<file path="src/rtl/pipeline_scoreboard_pkg.sv">
// rtl/pipeline_scoreboard_pkg.sv - shared sizes and FSM state encodings for the issue scoreboard
package pipeline_scoreboard_pkg;

    localparam int SB_NREG      = 16;
    localparam int SB_NAME_W    = 4;
    localparam int SB_CNT_W     = 2;
    localparam int SB_FLUSH_CYC = 1;

    typedef enum logic [1:0] {
        SB_RUN   = 2'd0,
        SB_FLUSH = 2'd1,
        SB_DRAIN = 2'd2
    } sb_state_e;

endpackage

</file>
<file path="src/rtl/pipeline_scoreboard_sb_counter.sv">
// rtl/pipeline_scoreboard_sb_counter.sv - per-register outstanding-write counter
module sb_counter #(
    parameter int CNT_W = 2
) (
    input  logic clk,
    input  logic rst,
    input  logic inc_i,
    input  logic dec_i,
    output logic zero_o,
    output logic max_o,
    output logic underflow_o
);

    logic [CNT_W-1:0] cnt_q;
    logic [CNT_W-1:0] cnt_d;

    assign zero_o      = (cnt_q == '0);
    assign max_o       = (cnt_q == {CNT_W{1'b1}});
    // A retire that is not offset by a same-cycle reserve on an idle register is illegal.
    assign underflow_o = dec_i & ~inc_i & zero_o;

    always_comb begin
        cnt_d = cnt_q;
        if (inc_i && !dec_i && !max_o) begin
            cnt_d = cnt_q + CNT_W'(1);
        end else if (dec_i && !inc_i && !zero_o) begin
            cnt_d = cnt_q - CNT_W'(1);
        end
    end

    always_ff @(posedge clk or negedge rst) begin
        if (!rst) begin
            cnt_q <= '0;
        end else begin
            cnt_q <= cnt_d;
        end
    end

endmodule

</file>
<file path="src/rtl/pipeline_scoreboard.sv">
// rtl/pipeline_scoreboard.sv - ID->EX issue controller with RAW tracking, branch squash and drain
module pipeline_scoreboard
    import pipeline_scoreboard_pkg::*;
#(
    parameter int NREG      = SB_NREG,
    parameter int NAME_W    = SB_NAME_W,
    parameter int CNT_W     = SB_CNT_W,
    parameter int FLUSH_CYC = SB_FLUSH_CYC
) (
    input  logic              clk,
    input  logic              rst,
    input  logic              id_v_i,
    input  logic              id_rd_read_i,
    input  logic              id_rs_read_i,
    input  logic              id_rd_wb_i,
    input  logic [NAME_W-1:0] id_rd_name_i,
    input  logic [NAME_W-1:0] id_rs_name_i,
    input  logic              ex_busy_i,
    input  logic              wb_i,
    input  logic [NAME_W-1:0] wb_rd_name_i,
    input  logic              branch_i,
    input  logic              drain_req_i,
    output logic              issue_o,
    output logic              stall_idif_o,
    output logic              flush_o,
    output logic              rd_reserved_o,
    output logic              rs_reserved_o,
    output logic [NREG-1:0]   busy_vec_o,
    output logic              drain_done_o,
    output logic              err_o
);

    localparam int FC_W = (FLUSH_CYC < 2) ? 1 : $clog2(FLUSH_CYC + 1);
    localparam logic [FC_W-1:0] FC_LOAD = FC_W'(FLUSH_CYC);

    sb_state_e       state_q, state_d;
    logic [FC_W-1:0] fcnt_q, fcnt_d;
    logic            err_q, err_d;

    logic [NREG-1:0] zero_vec, max_vec, unf_vec, inc_vec, dec_vec;
    logic            rd_haz, rs_haz, sat;
    logic            issue, stall, flush, done;

    genvar g;
    generate
        for (g = 0; g < NREG; g++) begin : g_cnt
            assign inc_vec[g] = issue & id_rd_wb_i & (id_rd_name_i == NAME_W'(g));
            assign dec_vec[g] = wb_i & (wb_rd_name_i == NAME_W'(g));
            sb_counter #(.CNT_W(CNT_W)) u_cnt (
                .clk         (clk),
                .rst         (rst),
                .inc_i       (inc_vec[g]),
                .dec_i       (dec_vec[g]),
                .zero_o      (zero_vec[g]),
                .max_o       (max_vec[g]),
                .underflow_o (unf_vec[g])
            );
        end
    endgenerate

    // Hazards look only at registered counts: a retire becomes visible the following cycle.
    assign rd_haz = id_rd_read_i & ~zero_vec[id_rd_name_i];
    assign rs_haz = id_rs_read_i & ~zero_vec[id_rs_name_i];
    assign sat    = id_rd_wb_i & max_vec[id_rd_name_i];

    always_comb begin
        state_d = state_q;
        fcnt_d  = fcnt_q;
        issue   = 1'b0;
        stall   = 1'b0;
        flush   = 1'b0;
        done    = 1'b0;
        case (state_q)
            SB_RUN: begin
                issue = id_v_i & ~rd_haz & ~rs_haz & ~sat & ~ex_busy_i & ~branch_i;
                stall = id_v_i & ~issue & ~branch_i;
                flush = branch_i;
                if (branch_i) begin
                    state_d = SB_FLUSH;
                    fcnt_d  = FC_LOAD;
                end else if (drain_req_i) begin
                    state_d = SB_DRAIN;
                end
            end
            SB_FLUSH: begin
                flush = 1'b1;
                if (branch_i) begin
                    fcnt_d = FC_LOAD;
                end else if (fcnt_q <= FC_W'(1)) begin
                    state_d = SB_RUN;
                    fcnt_d  = '0;
                end else begin
                    fcnt_d = fcnt_q - FC_W'(1);
                end
            end
            SB_DRAIN: begin
                stall = id_v_i;
                flush = branch_i;
                if (branch_i) begin
                    state_d = SB_FLUSH;
                    fcnt_d  = FC_LOAD;
                end else if ((&zero_vec) && !wb_i) begin
                    done    = 1'b1;
                    state_d = SB_RUN;
                end
            end
            default: begin
                state_d = SB_RUN;
                fcnt_d  = '0;
            end
        endcase
        // Outputs driven straight from inputs must also read 0 while reset is held.
        if (!rst) begin
            issue = 1'b0;
            stall = 1'b0;
            flush = 1'b0;
            done  = 1'b0;
        end
    end

    assign err_d = err_q | (|unf_vec);

    always_ff @(posedge clk or negedge rst) begin
        if (!rst) begin
            state_q <= SB_RUN;
            fcnt_q  <= '0;
            err_q   <= 1'b0;
        end else begin
            state_q <= state_d;
            fcnt_q  <= fcnt_d;
            err_q   <= err_d;
        end
    end

    assign issue_o       = issue;
    assign stall_idif_o  = stall;
    assign flush_o       = flush;
    assign drain_done_o  = done;
    assign busy_vec_o    = ~zero_vec;
    assign rd_reserved_o = ~zero_vec[id_rd_name_i];
    assign rs_reserved_o = ~zero_vec[id_rs_name_i];
    assign err_o         = err_q;

endmodule

</file>
<file path="config.mk">
export PLATFORM = sky130hd
export DESIGN_NAME = pipeline_scoreboard
export DESIGN_NICKNAME = d
export VERILOG_FILES = /design/src/rtl/pipeline_scoreboard_pkg.sv /design/src/rtl/pipeline_scoreboard_sb_counter.sv /design/src/rtl/pipeline_scoreboard.sv
export SDC_FILE = /design/constraint.sdc
export NUM_CORES = 1
export LEC_CHECK = 0
export CAP_MARGIN = 5
export CORE_UTILIZATION = 49
export DETAILED_ROUTE_END_ITERATION = 16
export PLACE_DENSITY = 0.84
export SLEW_MARGIN = 20
export SYNTH_ARGS = -nofsm -noshare
export SYNTH_HDL_FRONTEND = slang
export SYNTH_SLANG_ARGS = --single-unit
</file>
<file path="constraint.sdc">
create_clock -name clk -period 3.3 [get_ports clk]
set_clock_uncertainty 0.15 [all_clocks]
set_input_delay 0.495 -clock clk [delete_from_list [all_inputs] [get_ports clk]]
set_output_delay 0.495 -clock clk [all_outputs]
set_load 0.01 [all_outputs]
</file>
==> Word level (Yosys, flattened, before mapping) <==
Index checks and enable logic that the tools add are counted.
{ "classes": {"reduce_logical": 169, "n_bitwise": 101, "n_eq_ne": 53, "add_sub_neg": 33, "n_mux": 59, "order_cmp": 3} }
{ "ops": {"columns": ["op", "n"], "rows": [
  ["2-to-1 mux 2 bit", 38],
  ["AND 1 bit", 75],
  ["logical AND 1 bit", 65],
  ["zero test 1 bit", 65],
  ["equality test 4 bit (second input constant)", 16],
  ["equality test 2 bit (second input constant)", 17],
  ["zero test 2 bit", 17],
  ["adder 2 x 1 -> 2 bit (second input constant)", 16],
  ["equality test 4 x 3 -> 1 bit (second input constant)", 8],
  ["nonzero test 2 bit", 16],
  ["subtractor 2 x 1 -> 2 bit (second input constant)", 16],
  ["NOT 1 bit", 24],
  ["equality test 4 x 2 -> 1 bit (second input constant)", 4],
  ["NOT 16 bit", 1],
  ["AND reduction 16 bit", 1],
  ["OR reduction 16 bit", 1],
  ["2-to-1 mux 1 bit", 14],
  ["binary-select mux 1 bit (select 4 bit)", 3],
  ["< comparator 4 x 5 -> 1 bit (second input constant)", 2],
  ["equality test 4 x 1 -> 1 bit (second input constant)", 2],
  ["zero test 4 bit", 2],
  ["inequality test 3 bit (second input constant)", 2],
  ["one-hot mux 1 bit (2 select lines)", 3],
  ["one-hot mux 2 bit (3 select lines)", 1],
  ["8 further kinds", 9]
]} }
{ "totals": {"wordCells": 437, "reg_bits": 36, "out_inout_bits": 23} }

==> Longest topological paths before layout <==
{ "logic_depth": {"depth_word": 20, "ltp_mapped": 12, "mapped_depth_nobuf": 10} }

==> Cells and area by module <==
From an unflattened synthesis, not the netlist that was laid out.
{ "unflattened": {"hier_cells": 400, "area_unflattened_um2": 3201.8} }
{ "by_module_without_submodules": {"columns": ["module", "cells_per_inst", "instances", "area_each_um2"], "rows": [
  ["sb_counter", 15, 16, 130.1],
  ["pipeline_scoreboard", 160, 1, 1119.8]
]} }

==> Least setup slack after synthesis <==
No wires, ideal clock.
{ "synth_path": {"path_type": "reg-to-reg", "start": "register g_cnt[7].u_cnt.cnt_q[0]", "end": "register err_q (netlist: err_o)", "synth_period_minus_slack_ns": 3.209, "arrival_ns": 2.920, "t_required_ns": 3.012, "stages_incl_launch_ff": 12, "setup_slack_ns": 0.091, "path_cell_list": "dfrtp_1 or2_1 buf_2 mux4_2 o22ai_2 nor4b_1 nor3_4 and3_1 buf_4 a21oi_1 a2111o_1 or4_1"} }
{ "synth_between": {"elab_chain_len": 20} }
{ "synth_rtl": {"columns": ["element", "line_no", "source"], "rows": [
  ["from (decl)", "pipeline_scoreboard_sb_counter.sv:14", "logic [CNT_W-1:0] cnt_q;"],
  ["from (signal assigned)", "pipeline_scoreboard_sb_counter.sv:35", "cnt_q <= cnt_d;"],
  ["zero test 2 bit", "pipeline_scoreboard_sb_counter.sv:17", "assign zero_o = (cnt_q == '0);"],
  ["binary-select mux 1 bit (select 4 bit)", "pipeline_scoreboard.sv:62", "assign rd_haz = id_rd_read_i & ~zero_vec[id_rd_name_i];"],
  ["2-to-1 mux 1 bit (not written as such)", "pipeline_scoreboard.sv:62", null],
  ["NOT 1 bit", "pipeline_scoreboard.sv:62", null],
  ["AND 1 bit", "pipeline_scoreboard.sv:62", null],
  ["NOT 1 bit", "pipeline_scoreboard.sv:75", "issue = id_v_i & ~rd_haz & ~rs_haz & ~sat & ~ex_busy_i & ~branch_i;"],
  ["AND 1 bit (5 in series)", "pipeline_scoreboard.sv:75", null],
  ["2-to-1 mux 1 bit", "pipeline_scoreboard.sv:73", "case (state_q)"],
  ["2-to-1 mux 1 bit", "pipeline_scoreboard.sv:113", "if (!rst) begin"],
  ["AND 1 bit (2 in series)", "pipeline_scoreboard.sv:47", "assign inc_vec[g] = issue & id_rd_wb_i & (id_rd_name_i == NAME_W'(g));"],
  ["NOT 1 bit", "pipeline_scoreboard_sb_counter.sv:20", "assign underflow_o = dec_i & ~inc_i & zero_o;"],
  ["AND 1 bit (2 in series)", "pipeline_scoreboard_sb_counter.sv:20", null],
  ["OR reduction 16 bit (*)", "pipeline_scoreboard.sv:121", "assign err_d = err_q | (|unf_vec);"],
  ["bitwise OR 1 bit (*)", "pipeline_scoreboard.sv:121", null],
  ["named net err_d", "pipeline_scoreboard.sv:38", "logic err_q, err_d;"],
  ["to (signal assigned)", "pipeline_scoreboard.sv:131", "err_q <= err_d;"],
  ["to (decl)", "pipeline_scoreboard.sv:38", null]
]} }
Mark *: on every way through the listed nets, which the timed path passes. The rest lies on a longest branch. The select of a mux whose other input is x is not followed.
A chain may end at the register's enable or synchronous reset.

==> Worst setup path after layout <==
{ "layout_path": {"start": "register g_cnt[15].u_cnt.cnt_q[1]", "end": "output drain_done_o"} }
{ "layout_between": {"elab_chain_len": 7} }
{ "layout_rtl": {"columns": ["element", "line_no", "source"], "rows": [
  ["from (decl)", "pipeline_scoreboard_sb_counter.sv:14", null],
  ["from (signal assigned)", "pipeline_scoreboard_sb_counter.sv:35", null],
  ["zero test 2 bit", "pipeline_scoreboard_sb_counter.sv:17", null],
  ["AND reduction 16 bit", "pipeline_scoreboard.sv:102", "end else if ((&zero_vec) && !wb_i) begin"],
  ["logical AND 1 bit", "pipeline_scoreboard.sv:102", null],
  ["2-to-1 mux 1 bit", "pipeline_scoreboard.sv:102", null],
  ["2-to-1 mux 1 bit", "pipeline_scoreboard.sv:99", "if (branch_i) begin"],
  ["2-to-1 mux 1 bit", "pipeline_scoreboard.sv:73", null],
  ["2-to-1 mux 1 bit", "pipeline_scoreboard.sv:113", null],
  ["to (decl)", "pipeline_scoreboard.sv:29", "output logic drain_done_o,"]
]} }
No other way between the ends.

==> flow_results.xml <==
<?xml version="1.0" encoding="UTF-8"?>
<metrics>
  <group name="floorplan">
    <metric name="fp.dieArea" unit="mm2">0.00619</metric>
    <metric name="initial_core_util" unit="">0.517</metric>
    <metric name="die_height" unit="um">78.7</metric>
    <metric name="total_core_area" unit="mm2">0.00557</metric>
    <metric name="die_w" unit="um">78.7</metric>
    <metric name="io_pins" unit="">45</metric>
    <metric name="floorplan.rows" unit="">27</metric>
  </group>
  <group name="synthesis">
    <metric name="portion_of_the_post_synthesis_area_used_by_sequential_elements" unit="">0.304</metric>
    <metric name="synthesis.instances" unit="">390</metric>
    <metric name="synthesis.nets" unit="">412</metric>
    <metric name="synth.top_cells.by_area" unit="">dfrtp_1 30%, nand2_1 5.7%, nor2_1 5.7%</metric>
    <metric name="yosysTopAreaCell" unit="">dfrtp_1</metric>
    <metric name="synth.distinct_cells" unit="">61</metric>
    <metric name="synth_edf_count" unit="">0</metric>
    <metric name="synth-async-reset-ratio" unit="">1.00</metric>
    <metric name="postSynthRegisterBits" unit="">35</metric>
    <metric name="synth_flop_cell" unit="">dfrtp_1</metric>
    <metric name="post_synth.cell_area_avg" unit="um2">7.39</metric>
    <metric name="top_cell_type_s_share_of_synthesized_area" unit="">0.304</metric>
    <metric name="synth_warnings" unit="">0</metric>
    <metric name="netlist_area_before_placement" unit="mm2">0.00288</metric>
  </group>
  <group name="power_and_ir_drop">
    <metric name="max-vdd-ir-drop" unit="mV">0.307</metric>
    <metric name="pwr-share-seq" unit="">0.347</metric>
    <metric name="power.switching_fraction" unit="">0.378</metric>
    <metric name="internal-power" unit="W">0.00103</metric>
    <metric name="power-per-cell-area" unit="mW/mm2">356</metric>
    <metric name="static-leakage-power" unit="nW">2.10</metric>
    <metric name="net-switching-power" unit="W">0.000627</metric>
    <metric name="power.clock.fraction" unit="">0.220</metric>
    <metric name="combinational_group_share_of_total_power" unit="">0.433</metric>
  </group>
  <group name="timing">
    <metric name="finalCritPeriodShare" unit="">1.01</metric>
    <metric name="setup-violations-final" unit="">2</metric>
    <metric name="finalCriticalPeriod" unit="ps">3350</metric>
    <metric name="maxSlewViolCount" unit="">0</metric>
    <metric name="worst_pin_slew" unit="ps">596</metric>
    <metric name="tns" unit="ps">-66.6</metric>
    <metric name="post-route-worst-setup-slack" unit="ps">-45.4</metric>
    <metric name="grt_setup_unrepaired" unit="">true</metric>
    <metric name="hold_violations" unit="">0</metric>
    <metric name="slew-limit-headroom" unit="">0.601</metric>
    <metric name="timing.fmax" unit="MHz">299</metric>
  </group>
  <group name="drt">
    <metric name="route.detailed.vias_per_inst" unit="">6.36</metric>
    <metric name="drc_errors" unit="">0</metric>
    <metric name="drtPass1Iterations" unit="">5</metric>
    <metric name="wl_per_cell" unit="um">20.3</metric>
    <metric name="ant_nets" unit="">0</metric>
    <metric name="drt-initial-drc-count" unit="">348</metric>
    <metric name="route.final.wire_length" unit="um">12600</metric>
    <metric name="route.vias.total" unit="">3937</metric>
  </group>
  <group name="layout">
    <metric name="postLayoutCoreUtil" unit="">0.838</metric>
    <metric name="post_route_cells_drive_above_1_share" unit="">0.346</metric>
    <metric name="layout.cell_area.non_filler" unit="mm2">0.00467</metric>
    <metric name="finalNetCount" unit="">568</metric>
    <metric name="most-common-layout-cells" unit="">109 x buf_4, 43 x nand2_1, 40 x nor2_1, 35 x dfrtp_1, 33 x clkdlybuf4s50_1</metric>
    <metric name="total_area_of_multi_input_combinational_cells" unit="mm2">0.00211</metric>
    <metric name="final_common_cell" unit="">buf_4</metric>
    <metric name="n_fill_cell" unit="">343</metric>
    <metric name="fin_cells" unit="">619</metric>
    <metric name="final-seq-area" unit="um2">876</metric>
    <metric name="areaGrowthSynthToFinish" unit="%">62.0</metric>
    <metric name="diodes" unit="">0</metric>
  </group>
  <group name="worst_setup_path">
    <metric name="crit_path_frequent_cell" unit="">buf_4</metric>
    <metric name="worstPathCellList" unit="">buf_4 &gt; nor2_2 &gt; buf_4 &gt; nand2_2 &gt; or4_1 &gt; or4_4 &gt; nor4_4 &gt; buf_4 &gt; and4_1 &gt; buf_2</metric>
    <metric name="critical_path_peak_fanout" unit="">2</metric>
    <metric name="cp-end-kind" unit="">output pin</metric>
    <metric name="max_stage_delay" unit="ps">470</metric>
    <metric name="arrival" unit="ps">2700</metric>
    <metric name="timing_worst_setup_path_type" unit="">reg2out</metric>
    <metric name="worstPathRequired" unit="ps">2650</metric>
    <metric name="critical_path.slowest_cell" unit="">or4_1</metric>
    <metric name="critPathLaunchType" unit="">register</metric>
  </group>
  <group name="global_route">
    <metric name="grt_max_degree" unit="">39</metric>
    <metric name="gr-usage-all-layers" unit="">0.394</metric>
    <metric name="wire_length_of_the_first_global_routing_pass" unit="um">18100</metric>
    <metric name="grt_antenna_before_repair" unit="">0</metric>
    <metric name="overflow" unit="">0</metric>
    <metric name="grt_pass1_vias" unit="">3639</metric>
  </group>
  <group name="clocking">
    <metric name="worst_skew_pair.late_latency" unit="ps">300</metric>
    <metric name="cts-root-to-sink-buffers" unit="">2</metric>
    <metric name="numClockSinks" unit="">35</metric>
    <metric name="clockRootBuffer" unit="">clkbuf_8</metric>
    <metric name="cts_tree" unit="">yes</metric>
    <metric name="h-tree-depth" unit="">2</metric>
    <metric name="tritoncts.num_buffers" unit="">5</metric>
    <metric name="clk_pin_slew" unit="ps">80</metric>
  </group>
  <group name="placement">
    <metric name="placed_cells_incl_taps" unit="">593</metric>
    <metric name="place_hpwl" unit="um">8940</metric>
    <metric name="gp_congestion" unit="">1.05</metric>
    <metric name="placed_cell_areas" unit="mm2">0.00413</metric>
    <metric name="portBuffers" unit="">44</metric>
  </group>
  <group name="run">
    <metric name="max_cap_violations" unit="">0</metric>
  </group>
  <group name="worst_hold_path">
    <metric name="min-delay-path-class" unit="">in2async</metric>
  </group>
  <group name="run_status">
    <metric name="violations" unit="">setup timing</metric>
    <metric name="result_of_the_run" unit="">finished with violations</metric>
  </group>
</metrics>
[power by group through the flow]
stage	registers (W)	logic (W)	clock network, W
2_1_floorplan	0.000537	0.000309	0
5_1_grt	0.000582	0.000763	0.000380
4_1_cts	0.000567	0.000629	0.000359
3_5_place_dp	0.000572	0.000582	0
6_report	0.000576	0.000719	0.000366
3_3_place_gp	0.000561	0.000562	0
[repair_timing]
action,in CTS,in global routing
cloned,0,0
pin swaps,15,17
setup endpoints to repair,13,20
gates resized for setup,50,40
setup buffers,10,9
hold buffers,0,0
[logic make-up (layout without fill, tap and decap cells)]
logic type,Yosys count,after routing,share of synthesized area
buf+inv,44,201,0.0599
xor+xnor,1,1,0.00304
simple gates,192,192,0.338
compound gates,111,111,0.257
mux,7,7,0.0382
flops,35,35,0.304
[registers in the layout (all words and copies together), names as in the netlist]
signal and flops:
g_cnt.u_cnt.cnt_q 32, err_o 1, state_q 2
[layer usage]
metal | global-route usage | up-vias | share of wire
met5 | 0 | - | 0
met4 | 0.143 | 0 | 0.043
met3 | 0.0931 | 61 | 0.10
met2 | 0.675 | 258 | 0.49
met1 | 0.479 | 1866 | 0.37
li1 | - | 1752 | -
[metrics by stage]
stage / total power, W / hold slack, ps / setup slack, ps
after CTS: 0.00156 / 216 / -158
after global placement: 0.00112 / 340 / -655
final: 0.00166 / 187 / -45.4
after floorplan: 0.000845 / 49.4 / 91.4
after global routing: 0.00172 / 230 / -175
after detailed placement: 0.00115 / 344 / -646
[final cells by class]
type                            count  share of cell area
Multi-Input combinational cell    311               0.453
Inverter                           28              0.0225
Tap cell                           72              0.0193
Sequential cell                    35               0.188
Timing Repair Buffer              165               0.296
Clock buffer                        7              0.0206
Clock inverter                      1             0.00161
[worst max-delay path: cells and delay by family (launching register included)]
kind	cells	cell delay, ps
buffers and inverters	4	580
flip-flops	1	390
AND/OR/NAND/NOR	6	1430
[synth_stat cells (all sizes together), types with 3 or more instances]
| library cell | instances |
|---|---|
| nor2 | 45 |
| buf | 5 |
| o2111ai | 3 |
| inv | 28 |
| nand4 | 3 |
| and2 | 12 |
| nand2 | 44 |
| a22oi | 4 |
| dfrtp | 35 |
| clkbuf | 11 |
| nor2b | 8 |
| nor3 | 19 |
| a21o | 6 |
| a211oi | 5 |
| nand3 | 17 |
| and4 | 4 |
| o21ai | 29 |
| a221oi | 6 |
| or3 | 3 |
| mux4 | 3 |
| a21oi | 25 |
| or2 | 3 |
| and3 | 9 |
| nor4 | 7 |
| a31oi | 4 |
| nor3b | 3 |
| nand2b | 7 |
| or4 | 3 |
| o221ai | 3 |
[worst paths after layout]
kind / startpoint / endpoint / slack (ps) / depth (start not counted)
max in group asynchronous: rst / state_q[0] / 2430 / 2
worst min register to register: state_q[0] / state_q[1] / 360 / 1
worst max register to register: g_cnt[12].u_cnt.cnt_q[1] / err_o / -20 / 14
worst min-delay path: rst / g_cnt[12].u_cnt.cnt_q[0] / 190 / 2
min in group clk: state_q[0] / state_q[1] / 360 / 1
worst max-delay path: g_cnt[15].u_cnt.cnt_q[1] / drain_done_o / -50 / 10
Power figures use the tool's default switching activity.
